--- config.mk ---
export PLATFORM = sky130hd
export DESIGN_NAME = input_capture
export DESIGN_NICKNAME = d
export VERILOG_FILES = /design/src/rtl/input_capture.sv
export SDC_FILE = /design/constraint.sdc
export NUM_CORES = 1
export LEC_CHECK = 0
export ABC_AREA = 1
export BUFFER_PORTS_ARGS = -buffer_cell sky130_fd_sc_hd__buf_2
export CORE_ASPECT_RATIO = 1.5
export CORE_MARGIN = 8
export CORE_UTILIZATION = 48
export DETAILED_ROUTE_END_ITERATION = 6
export GPL_TIMING_DRIVEN = 1
export PLACE_DENSITY = 0.73
export SYNTH_ARGS = -nofsm -noshare
export SYNTH_HDL_FRONTEND = slang
export SYNTH_SLANG_ARGS = --single-unit
--- constraint.sdc ---
create_clock -name clk -period 1.4 [get_ports clk]
set_input_delay 0.14 -clock clk [delete_from_list [all_inputs] [get_ports clk]]
set_output_delay 0.14 -clock clk [all_outputs]
set_load 0.02 [all_outputs]
--- src/rtl/input_capture.sv ---
// input_capture: free-running counter timestamping synchronized cap_in edges into a valid/ready slice; CAP_FILTER_EN adds a 3-cycle glitch filter
module input_capture #(
    parameter int N           = 16,
    parameter int SYNC_STAGES = 2
) (
    input  logic         clk,
    input  logic         rst,
    input  logic         en,
    input  logic         count_clr,
    input  logic [1:0]   edge_sel,
    input  logic         cap_in,
    input  logic         cap_ready,
    output logic [N-1:0] cap_val,
    output logic         cap_valid,
    input  logic         overrun_clr,
    output logic         overrun,
    output logic [N-1:0] count,
    output logic         ovf
);
    typedef enum logic {EMPTY, FULL} state_t;
`ifdef CAP_FILTER_EN
    localparam int ARM = SYNC_STAGES + 3;
`else
    localparam int ARM = SYNC_STAGES + 1;
`endif
    localparam int AW = $clog2(ARM + 1);
    logic [N-1:0]           count_q, count_d, cap_val_q, cap_val_d;
    logic                   ovf_q, ovf_d, overrun_q, overrun_d, p_q, p_d;
    logic [SYNC_STAGES-1:0] sync_q, sync_d;
    logic [AW-1:0]          arm_q, arm_d;
    state_t                 state_q, state_d;
    logic                   s, lvl, armed, rise, fall, ev, take;
    assign s = sync_q[SYNC_STAGES-1];
`ifdef CAP_FILTER_EN
    logic h1_q, h2_q;
    // p_q doubles as the held filtered level; it only follows s after three equal samples
    assign lvl = (s == h1_q && s == h2_q) ? s : p_q;
    always_ff @(posedge clk) begin
        if (rst) begin
            h1_q <= 1'b0;
            h2_q <= 1'b0;
        end else begin
            h1_q <= s;
            h2_q <= h1_q;
        end
    end
`else
    assign lvl = s;
`endif
    assign armed = arm_q == AW'(ARM);
    assign rise  = lvl & ~p_q;
    assign fall  = ~lvl & p_q;
    assign ev    = armed & en & ((edge_sel[0] & rise) | (edge_sel[1] & fall));
    assign take  = ev & (state_q == EMPTY | cap_ready);
    always_comb begin
        sync_d    = {sync_q[SYNC_STAGES-2:0], cap_in};
        p_d       = lvl;
        arm_d     = armed ? arm_q : arm_q + AW'(1);
        count_d   = count_clr ? '0 : en ? count_q + N'(1) : count_q;
        ovf_d     = ~count_clr & en & (count_q == '1);
        cap_val_d = take ? count_q : cap_val_q;
        state_d   = (ev | (state_q == FULL & ~cap_ready)) ? FULL : EMPTY;
        overrun_d = (ev & state_q == FULL & ~cap_ready) | (overrun_q & ~overrun_clr);
    end
    always_ff @(posedge clk) begin
        if (rst) begin
            sync_q    <= '0;
            p_q       <= 1'b0;
            arm_q     <= '0;
            count_q   <= '0;
            ovf_q     <= 1'b0;
            cap_val_q <= '0;
            state_q   <= EMPTY;
            overrun_q <= 1'b0;
        end else begin
            sync_q    <= sync_d;
            p_q       <= p_d;
            arm_q     <= arm_d;
            count_q   <= count_d;
            ovf_q     <= ovf_d;
            cap_val_q <= cap_val_d;
            state_q   <= state_d;
            overrun_q <= overrun_d;
        end
    end
    assign count     = count_q;
    assign ovf       = ovf_q;
    assign cap_val   = cap_val_q;
    assign cap_valid = state_q == FULL;
    assign overrun   = overrun_q;
endmodule

==> summary.txt, run 1 <==
Num CTS Buffers - 5
Post-Route WL - 4310 um
CP Max Fanout - 8
Dpl cells - 318
Slew Limit Headroom - 75.7%
Synthesized area - 1740 um^2
Die W - 65.1 um
Drt drc - 0
Fin cells - 328
Crit. End Element - flip-flop
Synth Net Count - 240
Fin Setup TNS - 0 ns
Count of cell types in the netlist - 24
Core area - 3580 um^2
Initial antenna violation count - 0
CP Data Arrival Time - 1.53 ns
Footprint of the multi-input gates - 801 um^2
Hold Crit Class - primary input to flip-flop
Number of global-route vias before repair - 1,698
Critical-path cell list - ha_2 -> nand2_1 -> inv_4 -> buf_4 -> nand4_1 -> a21oi_1
Die extent in y - 89.6 um
Worst slack at placement - 0.0229 ns
Clock sink count - 40
Fin nets - 295
Largest area contributor in the netlist - dfxtp_1
FMAX - 0.765 GHz
Die area - 5840 um^2
P per Cell Area - 1040 nW/um^2
Crit path kind - flip-flop to flip-flop
Final std cell area, no fill - 2170 um^2
Final Hold Viols - 0
EDFF count, synth - 0
CP Data Required Time - 1.62 ns
Final setup vio count - 0
Sequential element share of the synthesized area - 46.1%
Max Cap Viol - 0
Worst vdd ir - 0.776 mV
H-tree levels - 2
Slew Viols, Final - 0
Number of I/O pins - 44
CP max stage delay - 0.36 ns
Async set-reset flop share out of synthesis - 0%
Pin count of the biggest net entering global routing - 23
Mean post-synth cell area - 7.58 um^2
Final Skew - 0.00673 ns
Worst slew pin tran - 0.364 ns
Vias - 1,667
Yosys synthesis warning count - 0
Type of origin of the critical path - flip-flop
GP Congestion - 0.881
# fillers - 348
Layout cells sized above 1 - 27.7%
Top cells by instance count after synthesis - 46 x nand2_1, 40 x dfxtp_1, 30 x nor2_1, 28 x a21oi_1, 21 x inv_1
Post-cts hold buffer count - 0
Global route overflow - 0
Clk pin slew, worst setup/hold paths - 0.08 ns
Minimum clock period after layout - 1.31 ns
Post-synth top area share - 46.1%
Row count - 27
Clk Latency, worst-skew pair - 0.29 ns
Drt via density - 5.08
DRT iter0 DRCs - 53
# diodes - 0
Worst setup margin - 0.0930 ns
PortBufs - 43
Register area - 806 um^2
ANT nets after route - 0
Root Buffer - clkbuf_8
Area Growth Syn to Fin - 24.8%
Most instantiated library cell after synthesis - nand2_1
Yosys reg bits - 40
GRT Util Overall - 15.8%
Starting density of the core - 48.5%
Clock Path Buffers - 2
1st-pass router iterations - 4
Detailed placement HPWL - 3240 um
Area post-placement - 2030 um^2
Outcome - complete, no violations
CTS tree - built
Crit path max-delay cell type - dfxtp_1
DR WL/cell - 13.1 um
Static leakage - 0.902 nW
Final worst path period share - 93.4%
Gate count of the mapped netlist - 229
Top area cells in the synthesized netlist - dfxtp_1 46%, nand2_1 9.9%, a21oi_1 8.1%
First-pass GRT wire length - 7460 um
Post-synth top flop - dfxtp_1
-- cell usage in the layout, fill, tap and decap left out --
cell type  synthesis  final
a21oi_1           28     28
and3_1             1      1
buf_2              1     43
buf_4              4     13
bufinv_16          0      1
clkbuf_1           2      1
clkbuf_8           0      5
clkinv_2           0      1
dfxtp_1           40     36
dfxtp_2            0      4
ha_1               2      1
ha_2               0      1
inv_1             21     20
inv_2              1      1
inv_4              0      1
nand2_1           46     46
nand2_2            4      4
nand3_1           10     10
nand3_4            1      1
nand4_1           17     17
nor2_1            30     30
nor2_2             1      1
nor2_4             3      3
nor3_1             1      1
nor4_1             1      1
o21a_1             2      2
o21ai_0            7      7
o21bai_1           2      2
xor2_1             3      3
-- routing by layer --
layer	GRT usage (%)	routed length, um	up-vias
li1	-	-	866
met1	16.2	1810	766
met2	28.8	2220	28
met3	4.22	172	7
met4	8.17	109	0
met5	0	0	-
-- cell families (layout without fill, tap and decap cells) --
| family | Yosys count | count (layout) | synth area share, % |
|---|---|---|---|
| AO/OA/AOI/OAI | 39 | 39 | 11.8 |
| adder cells (fa/ha/maj) | 2 | 2 | 1.44 |
| buffers and inverters | 30 | 86 | 7.86 |
| AND/OR/NAND/NOR | 115 | 115 | 31.2 |
| XOR/XNOR | 3 | 3 | 1.51 |
| flip-flops | 40 | 40 | 46.1 |
-- metrics by stage --
step / hold WS, ns / util [%] / power, W
6_report: 0.0425 / 60.5 / 0.00224
5_1_grt: 0.0430 / 60.5 / 0.00233
4_1_cts: 0.0422 / 59.8 / 0.00224
3_5_place_dp: 0.345 / 56.8 / 0.00133
3_3_place_gp: 0.344 / 56.8 / 0.00133
2_1_floorplan: 0.209 / - / 0.00129
-- repair_timing --
action / 4_1_cts / 5_1_grt
endpoints found under the setup margin: 0 / 20
buffers inserted: 0 / 2
gates resized for setup: 0 / 7
-- critical path: cells and delay by family, from the launching register on --
kind,cells,cell delay [ns]
compound gates,1,0.18
fa+ha+maj,1,0.23
buf+inv,2,0.25
flops,1,0.36
simple gates,2,0.23
-- where the power goes --
| group | internal, W | switching [W] |
|---|---|---|
| combinational | 0.0000588 | 0.0000898 |
| sequential | 0.00116 | 0.0000152 |
| clock | 0.000529 | 0.000391 |
-- state kept, by name, indices dropped and copies added, names as in the netlist --
register	cells
arm_q	2
sync_q	2
cap_val	16
overrun	1
ovf	1
p_q	1
count	16
cap_valid	1
-- cell type report --
| cell class | instances | area share, % |
|---|---|---|
| clock buffer | 6 | 3.35 |
| multi-input combinational | 159 | 37.0 |
| tap | 43 | 2.48 |
| clock inverter | 2 | 1.62 |
| timing repair buffer | 56 | 14.4 |
| sequential | 40 | 37.2 |
| inverter | 22 | 3.93 |
-- worst paths after layout --
kind,start,to,slack [ns],depth (start not counted)
hold / removal,cap_in,sync_q[0]$_SDFF_PP0_,0.04,3
setup / recovery,arm_q[0]$_SDFFE_PP0P_,cap_val[7]$_SDFFE_PP0P_,0.09,6
setup reg to reg,arm_q[0]$_SDFFE_PP0P_,cap_val[7]$_SDFFE_PP0P_,0.09,6
hold reg to reg,sync_q[0]$_SDFF_PP0_,sync_q[1]$_SDFF_PP0_,0.41,2
(Power assumes the default switching activity.)
==> inputs of run 2 (changes only) <==
clock period = 1.7 ns   (was 1.4 ns; I/O delays follow)
==> summary.txt, run 2 (synthesis gave the netlist of run 1 again) <==
Outcome - complete, no violations (unchanged)
Drt drc - 0 (unchanged)
Type of origin of the critical path - flip-flop (unchanged)
Number of cells on the worst reg-to-reg path - 6 (unchanged)
Area Growth Syn to Fin - 19.8% (was 24.8%)
P per Cell Area - 822 nW/um^2 (was 1040 nW/um^2)
Row count - 27 (unchanged)
PortBufs - 43 (unchanged)
Clock Path Buffers - 2 (unchanged)
Slew Limit Headroom - 73.6% (was 75.7%)
CTS tree - built (unchanged)
Clk pin slew, worst setup/hold paths - 0.07 ns (was 0.08 ns)
Critical-path cell list - ha_1 -> nand2_1 -> inv_2 -> nand3_4 -> nand2_1 -> a21oi_1 (was ha_2 -> nand2_1 -> inv_4 -> buf_4 -> nand4_1 -> a21oi_1)
Worst slew pin tran - 0.395 ns (was 0.364 ns)
Fin nets - 287 (was 295)
CP Data Arrival Time - 1.63 ns (was 1.53 ns)
Final setup vio count - 0 (unchanged)
ANT nets after route - 0 (unchanged)
Clock sink count - 40 (unchanged)
Met3 usage - 4.10% (was 4.22%)
Slew Viols, Final - 0 (unchanged)
Area post-placement - 1990 um^2 (was 2030 um^2)
Hold Crit Depth - 3 (unchanged)
Post-CTS Setup Inserts - 0 (unchanged)
Crit path buf inv count - 1 (was 2)
Static leakage - 0.853 nW (was 0.902 nW)
Detailed placement HPWL - 3090 um (was 3240 um)
CP Data Required Time - 1.87 ns (was 1.62 ns)
First-pass GRT wire length - 7070 um (was 7460 um)
Met1 Track Usage GR - 16.1% (was 16.2%)
Final Skew - 0.00575 ns (was 0.00673 ns)
Most common library cell in the layout ignoring fill and taps - nand2_1 (unchanged)
CP Max Fanout - 18 (was 8)
Root Buffer - clkbuf_8 (unchanged)
Crit. End Element - flip-flop (unchanged)
Post-CTS Resized - 0 (unchanged)
Worst path top cell family by delay - simple AND/OR/NAND/NOR gates (was flip-flops)
Clock power share - 37.1% (was 41.0%)
Most used cell, CP - nand2_1
Hold Crit Class - primary input to flip-flop (unchanged)
1st-pass router iterations - 4 (unchanged)
Unrepaired setup endpoints after global routing - no
Switching Fraction - 22.4% (was 22.1%)
Starting density of the core - 48.5% (unchanged)
Post-cts hold buffer count - 0 (unchanged)
Worst vdd ir - 0.542 mV (was 0.776 mV)
Sequential power share - 56.7% (was 52.4%)
GRT Max-Usage Layer - met2 (unchanged)
Number of global-route vias before repair - 1,615 (was 1,698)
Die area - 5840 um^2 (unchanged)
Pin count of the biggest net entering global routing - 23 (unchanged)
Crit path max-delay cell type - dfxtp_1 (unchanged)
Vias - 1,643 (was 1,667)
Core area - 3580 um^2 (unchanged)
Logic pwr share - 6.2% (was 6.6%)
Global route overflow - 0 (unchanged)
FMAX - 0.683 GHz (was 0.765 GHz)
Layout cells sized above 1 - 23.1% (was 27.7%)
GRT Util Overall - 15.1% (was 15.8%)
Initial antenna violation count - 0 (unchanged)
# diodes - 0 (unchanged)
Most frequent cells in the layout - 46 x nand2_1, 43 x buf_2, 40 x dfxtp_1 (was 46 x nand2_1, 43 x buf_2, 36 x dfxtp_1)
CP max stage delay - 0.36 ns (about the same)
Clk Latency, worst-skew pair - 0.29 ns (about the same)
Drt via density - 5.13 (was 5.08)
Final std cell area, no fill - 2080 um^2 (was 2170 um^2)
CP Depth - 6 (unchanged)
Number of I/O pins - 44 (unchanged)
DR WL/cell - 12.7 um (was 13.1 um)
Met2 usage - 26.8% (was 28.8%)
Final worst path period share - 86.1% (was 93.4%)
Num CTS Buffers - 5 (unchanged)
Final Hold Viols - 0 (unchanged)
Post-Route WL - 4060 um (was 4310 um)
Die W - 65.1 um (unchanged)
NetSw - 0.000382 W (was 0.000495 W)
Minimum clock period after layout - 1.46 ns (was 1.31 ns)
# fillers - 364 (was 348)
Int Pwr - 0.00133 W (was 0.00175 W)
GP Congestion - 0.844 (was 0.881)
Fin Setup TNS - 0 ns (unchanged)
Die extent in y - 89.6 um (unchanged)
DRT iter0 DRCs - 45 (was 53)
Max Cap Viol - 0 (unchanged)
Finished Core Util - 58.0% (was 60.5%)
H-tree levels - 2 (unchanged)
Crit path kind - flip-flop to flip-flop (unchanged)
-- run 2: changes by cell type in the layout (fill, tap and decap cells not counted), sizes merged --
cell,change
clkinv,-1
buf,-8
clkbuf,+2
bufinv,-1
-- run 2: layout make-up --
type / count / area, um^2 / area share, %
flip-flops and latches: 40 / 801 / 38.5
repair buffers: 48 / 253 / 12.2
multi-input cells: 159 / 798 / 38.4
clock buffers: 8 / 90.1 / 4.33
well taps: 43 / 53.8 / 2.59
inverters: 22 / 82.6 / 3.97
-- run 2: stage by stage --
| step | power (W) | std cells | hold WS, ns | setup WS, ns |
|---|---|---|---|---|
| 2_1_floorplan | 0.00107 | 229 | 0.239 | 0.366 |
| 4_1_cts | 0.00173 | 320 | 0.0841 | 0.248 |
| 3_5_place_dp | 0.00110 | 312 | 0.376 | 0.260 |
| 6_report | 0.00171 | 320 | 0.0884 | 0.237 |
| 3_3_place_gp | 0.00109 | 312 | 0.372 | 0.346 |
| 5_1_grt | 0.00179 | 320 | 0.0889 | 0.108 |
-- run 2: final timing paths --
path / start / end / slack [ns]
worst max-delay path: arm_q[0]$_SDFFE_PP0P_ / cap_val[10]$_SDFFE_PP0P_ / 0.24
worst max register to register: arm_q[0]$_SDFFE_PP0P_ / cap_val[10]$_SDFFE_PP0P_ / 0.24
worst min-delay path: cap_in / sync_q[0]$_SDFF_PP0_ / 0.09
worst min register to register: sync_q[0]$_SDFF_PP0_ / sync_q[1]$_SDFF_PP0_ / 0.40
-- run 2: tightest hold or removal path: cells and delay by family --
kind / cells / cell delay (ns)
buffers and inverters: 2 / 0.10
and+or+nand+nor: 1 / 0.06
-- run 2: metal layers --
metal / wire, um / share of wire, %
met5: 0 / 0
met4: 96 / 2.4
met3: 216 / 5.3
met2: 2060 / 51
met1: 1690 / 41
-- run 2: power by group through the flow --
stage,logic [W],clock network (W),registers (W)
after global placement,0.000102,0,0.000987
after floorplan,0.0000752,0,0.000991
after CTS,0.000106,0.000653,0.000967
after detailed placement,0.000106,0,0.000989
after global routing,0.000121,0.000696,0.000969
final,0.000106,0.000634,0.000967
==> inputs of run 3 (changes only) <==
SETUP_SLACK_MARGIN = 0.5   (was unset)
==> summary.txt, run 3 (synthesis gave the netlist of run 1 again) <==
Outcome - complete, no violations (unchanged)
Int Pwr - 0.00144 W (was 0.00133 W)
Minimum clock period after layout - 1.17 ns (was 1.46 ns)
Dpl cells - 310 (was 312)
Crit path kind - flip-flop to flip-flop (unchanged)
Sequential power share - 51.9% (was 56.7%)
Die extent in y - 89.6 um (unchanged)
ANT nets after route - 0 (unchanged)
Final Skew - 0.00689 ns (was 0.00575 ns)
Most common library cell in the layout ignoring fill and taps - buf_2 (was nand2_1)
Starting density of the core - 48.5% (unchanged)
Switching Fraction - 23.1% (was 22.4%)
Final Hold Viols - 0 (unchanged)
Final setup vio count - 0 (unchanged)
Clock Path Buffers - 2 (unchanged)
Worst setup margin - 0.533 ns (was 0.237 ns)
P per Cell Area - 806 nW/um^2 (was 822 nW/um^2)
Clk Latency, worst-skew pair - 0.29 ns (about the same)
Met1 Track Usage GR - 14.2% (was 16.1%)
Drt via density - 5.26 (was 5.13)
Hold Crit Class - primary input to flip-flop (unchanged)
Final worst path period share - 68.6% (was 86.1%)
Root Buffer - clkbuf_8 (unchanged)
PortBufs - 43 (unchanged)
Core area - 3580 um^2 (unchanged)
Die area - 5840 um^2 (unchanged)
GRT Max-Usage Layer - met2 (unchanged)
# diodes - 0 (unchanged)
Layout cells sized above 1 - 36.1% (was 23.1%)
NetSw - 0.000434 W (was 0.000382 W)
Met2 usage - 29.7% (was 26.8%)
Die W - 65.1 um (unchanged)
Crit. End Element - flip-flop (unchanged)
Worst slack at placement - 0.300 ns (was 0.260 ns)
Global route overflow - 0 (unchanged)
Slew Limit Headroom - 72.7% (was 73.6%)
CTS tree - built (unchanged)
Clk pin slew, worst setup/hold paths - 0.08 ns (was 0.07 ns)
Static leakage - 0.945 nW (was 0.853 nW)
Worst slew pin tran - 0.410 ns (was 0.395 ns)
First-pass GRT wire length - 7000 um (was 7070 um)
Pin count of the biggest net entering global routing - 24 (was 23)
GP Congestion - 0.818 (was 0.844)
Initial antenna violation count - 0 (unchanged)
Detailed placement HPWL - 3120 um (was 3090 um)
Clock power share - 40.4% (was 37.1%)
Slew Viols, Final - 0 (unchanged)
CP Data Arrival Time - 1.36 ns (was 1.63 ns)
Clock sink count - 40 (unchanged)
Fin cells - 328 (was 320)
Finished Core Util - 65.0% (was 58.0%)
Met3 usage - 4.10% (unchanged)
Fin nets - 295 (was 287)
Area Growth Syn to Fin - 34.2% (was 19.8%)
CP Data Required Time - 1.89 ns (was 1.87 ns)
DRT iter0 DRCs - 63 (was 45)
Most frequent cells in the layout - 43 x buf_2, 40 x nand2_1, 29 x nor2_1 (was 46 x nand2_1, 43 x buf_2, 40 x dfxtp_1)
FMAX - 0.857 GHz (was 0.683 GHz)
1st-pass router iterations - 4 (unchanged)
Fin Setup TNS - 0 ns (unchanged)
Num CTS Buffers - 5 (unchanged)
Type of origin of the critical path - flip-flop (unchanged)
GRT Util Overall - 15.2% (was 15.1%)
CP Max Fanout - 6 (was 18)
WHS - 0.0853 ns (was 0.0884 ns)
Logic pwr share - 7.7% (was 6.2%)
Vias - 1,726 (was 1,643)
Worst vdd ir - 0.745 mV (was 0.542 mV)
Number of I/O pins - 44 (unchanged)
Unrepaired setup endpoints after global routing - yes (was no)
Drt drc - 0 (unchanged)
Row count - 27 (unchanged)
Post-Route WL - 4680 um (was 4060 um)
Number of global-route vias before repair - 1,586 (was 1,615)
DR WL/cell - 14.3 um (was 12.7 um)
H-tree levels - 2 (unchanged)
Max Cap Viol - 0 (unchanged)
run 3: cell count changes in the layout (fill, tap and decap cells not counted), moves of 3 or more:
cell     before  now
nand3_2       0    3
nand2_2       4    7
nand2_4       0    4
nand3_1      10    5
nand3_4       1    4
dfxtp_4       0    5
nand2_1      46   40
dfxtp_2       0    8
dfxtp_1      40   27
run 3: cell type report:
type                            instances  area [um^2]
Clock inverter                          2         35.0
Fill cell                             326         1250
Timing Repair inverter                  2         15.0
Clock buffer                            6         72.6
Timing Repair Buffer                   51          279
Inverter                               22         87.6
Tap cell                               43         53.8
Multi-Input combinational cell        162          956
Sequential cell                        40          830
run 3: routing by layer:
metal,part of all wire [%],vias to the layer above
met4,1.7,0
met5,0,-
li1,-,873
met3,5.6,5
met2,55,43
met1,37,805
run 3: final timing paths:
| check | start | to | slack (ns) | cells past startpoint |
|---|---|---|---|---|
| worst min register to register | sync_q[0]$_SDFF_PP0_ | sync_q[1]$_SDFF_PP0_ | 0.41 | 2 |
| worst min-delay path | cap_in | sync_q[0]$_SDFF_PP0_ | 0.09 | 3 |
| worst max-delay path | count[6]$_SDFFE_PP0P_ | count[13]$_SDFFE_PP0P_ | 0.53 | 7 |
| worst max register to register | count[6]$_SDFFE_PP0P_ | count[13]$_SDFFE_PP0P_ | 0.53 | 7 |
run 3: power by group through the flow:
stage | logic [W] | clock network (W) | registers [W]
CTS | 0.000122 | 0.000767 | 0.000967
global placement | 0.0000980 | 0 | 0.000991
floorplan | 0.0000765 | 0 | 0.000993
global route | 0.000163 | 0.000811 | 0.000974
finish | 0.000145 | 0.000759 | 0.000973
detailed placement | 0.000103 | 0 | 0.000993
run 3: timing repair:
action,4_1_cts,5_1_grt
gates cloned,3,2
resized for setup,15,27
setup endpoints to repair,23,27
pin swaps,2,11
hold buffers,0,0
buffers inserted,1,4
run 3: per-stage QoR:
| stage | instance area [um^2] | total power (W) |
|---|---|---|
| floorplan | 1750 | 0.00107 |
| global placement | 1980 | 0.00109 |
| detailed placement | 1980 | 0.00110 |
| CTS | 2170 | 0.00186 |
| global route | 2330 | 0.00195 |
| finish | 2330 | 0.00188 |
run 3: worst max-delay path: stages (launching register included):
cell and delay (ns):
dfxtp_2 0.40, nand2_1 0.09, nor2_2 0.21, nand2_4 0.10, nor2_4 0.10, nand3_1 0.07, nand2_1 0.06, nor2_1 0.03
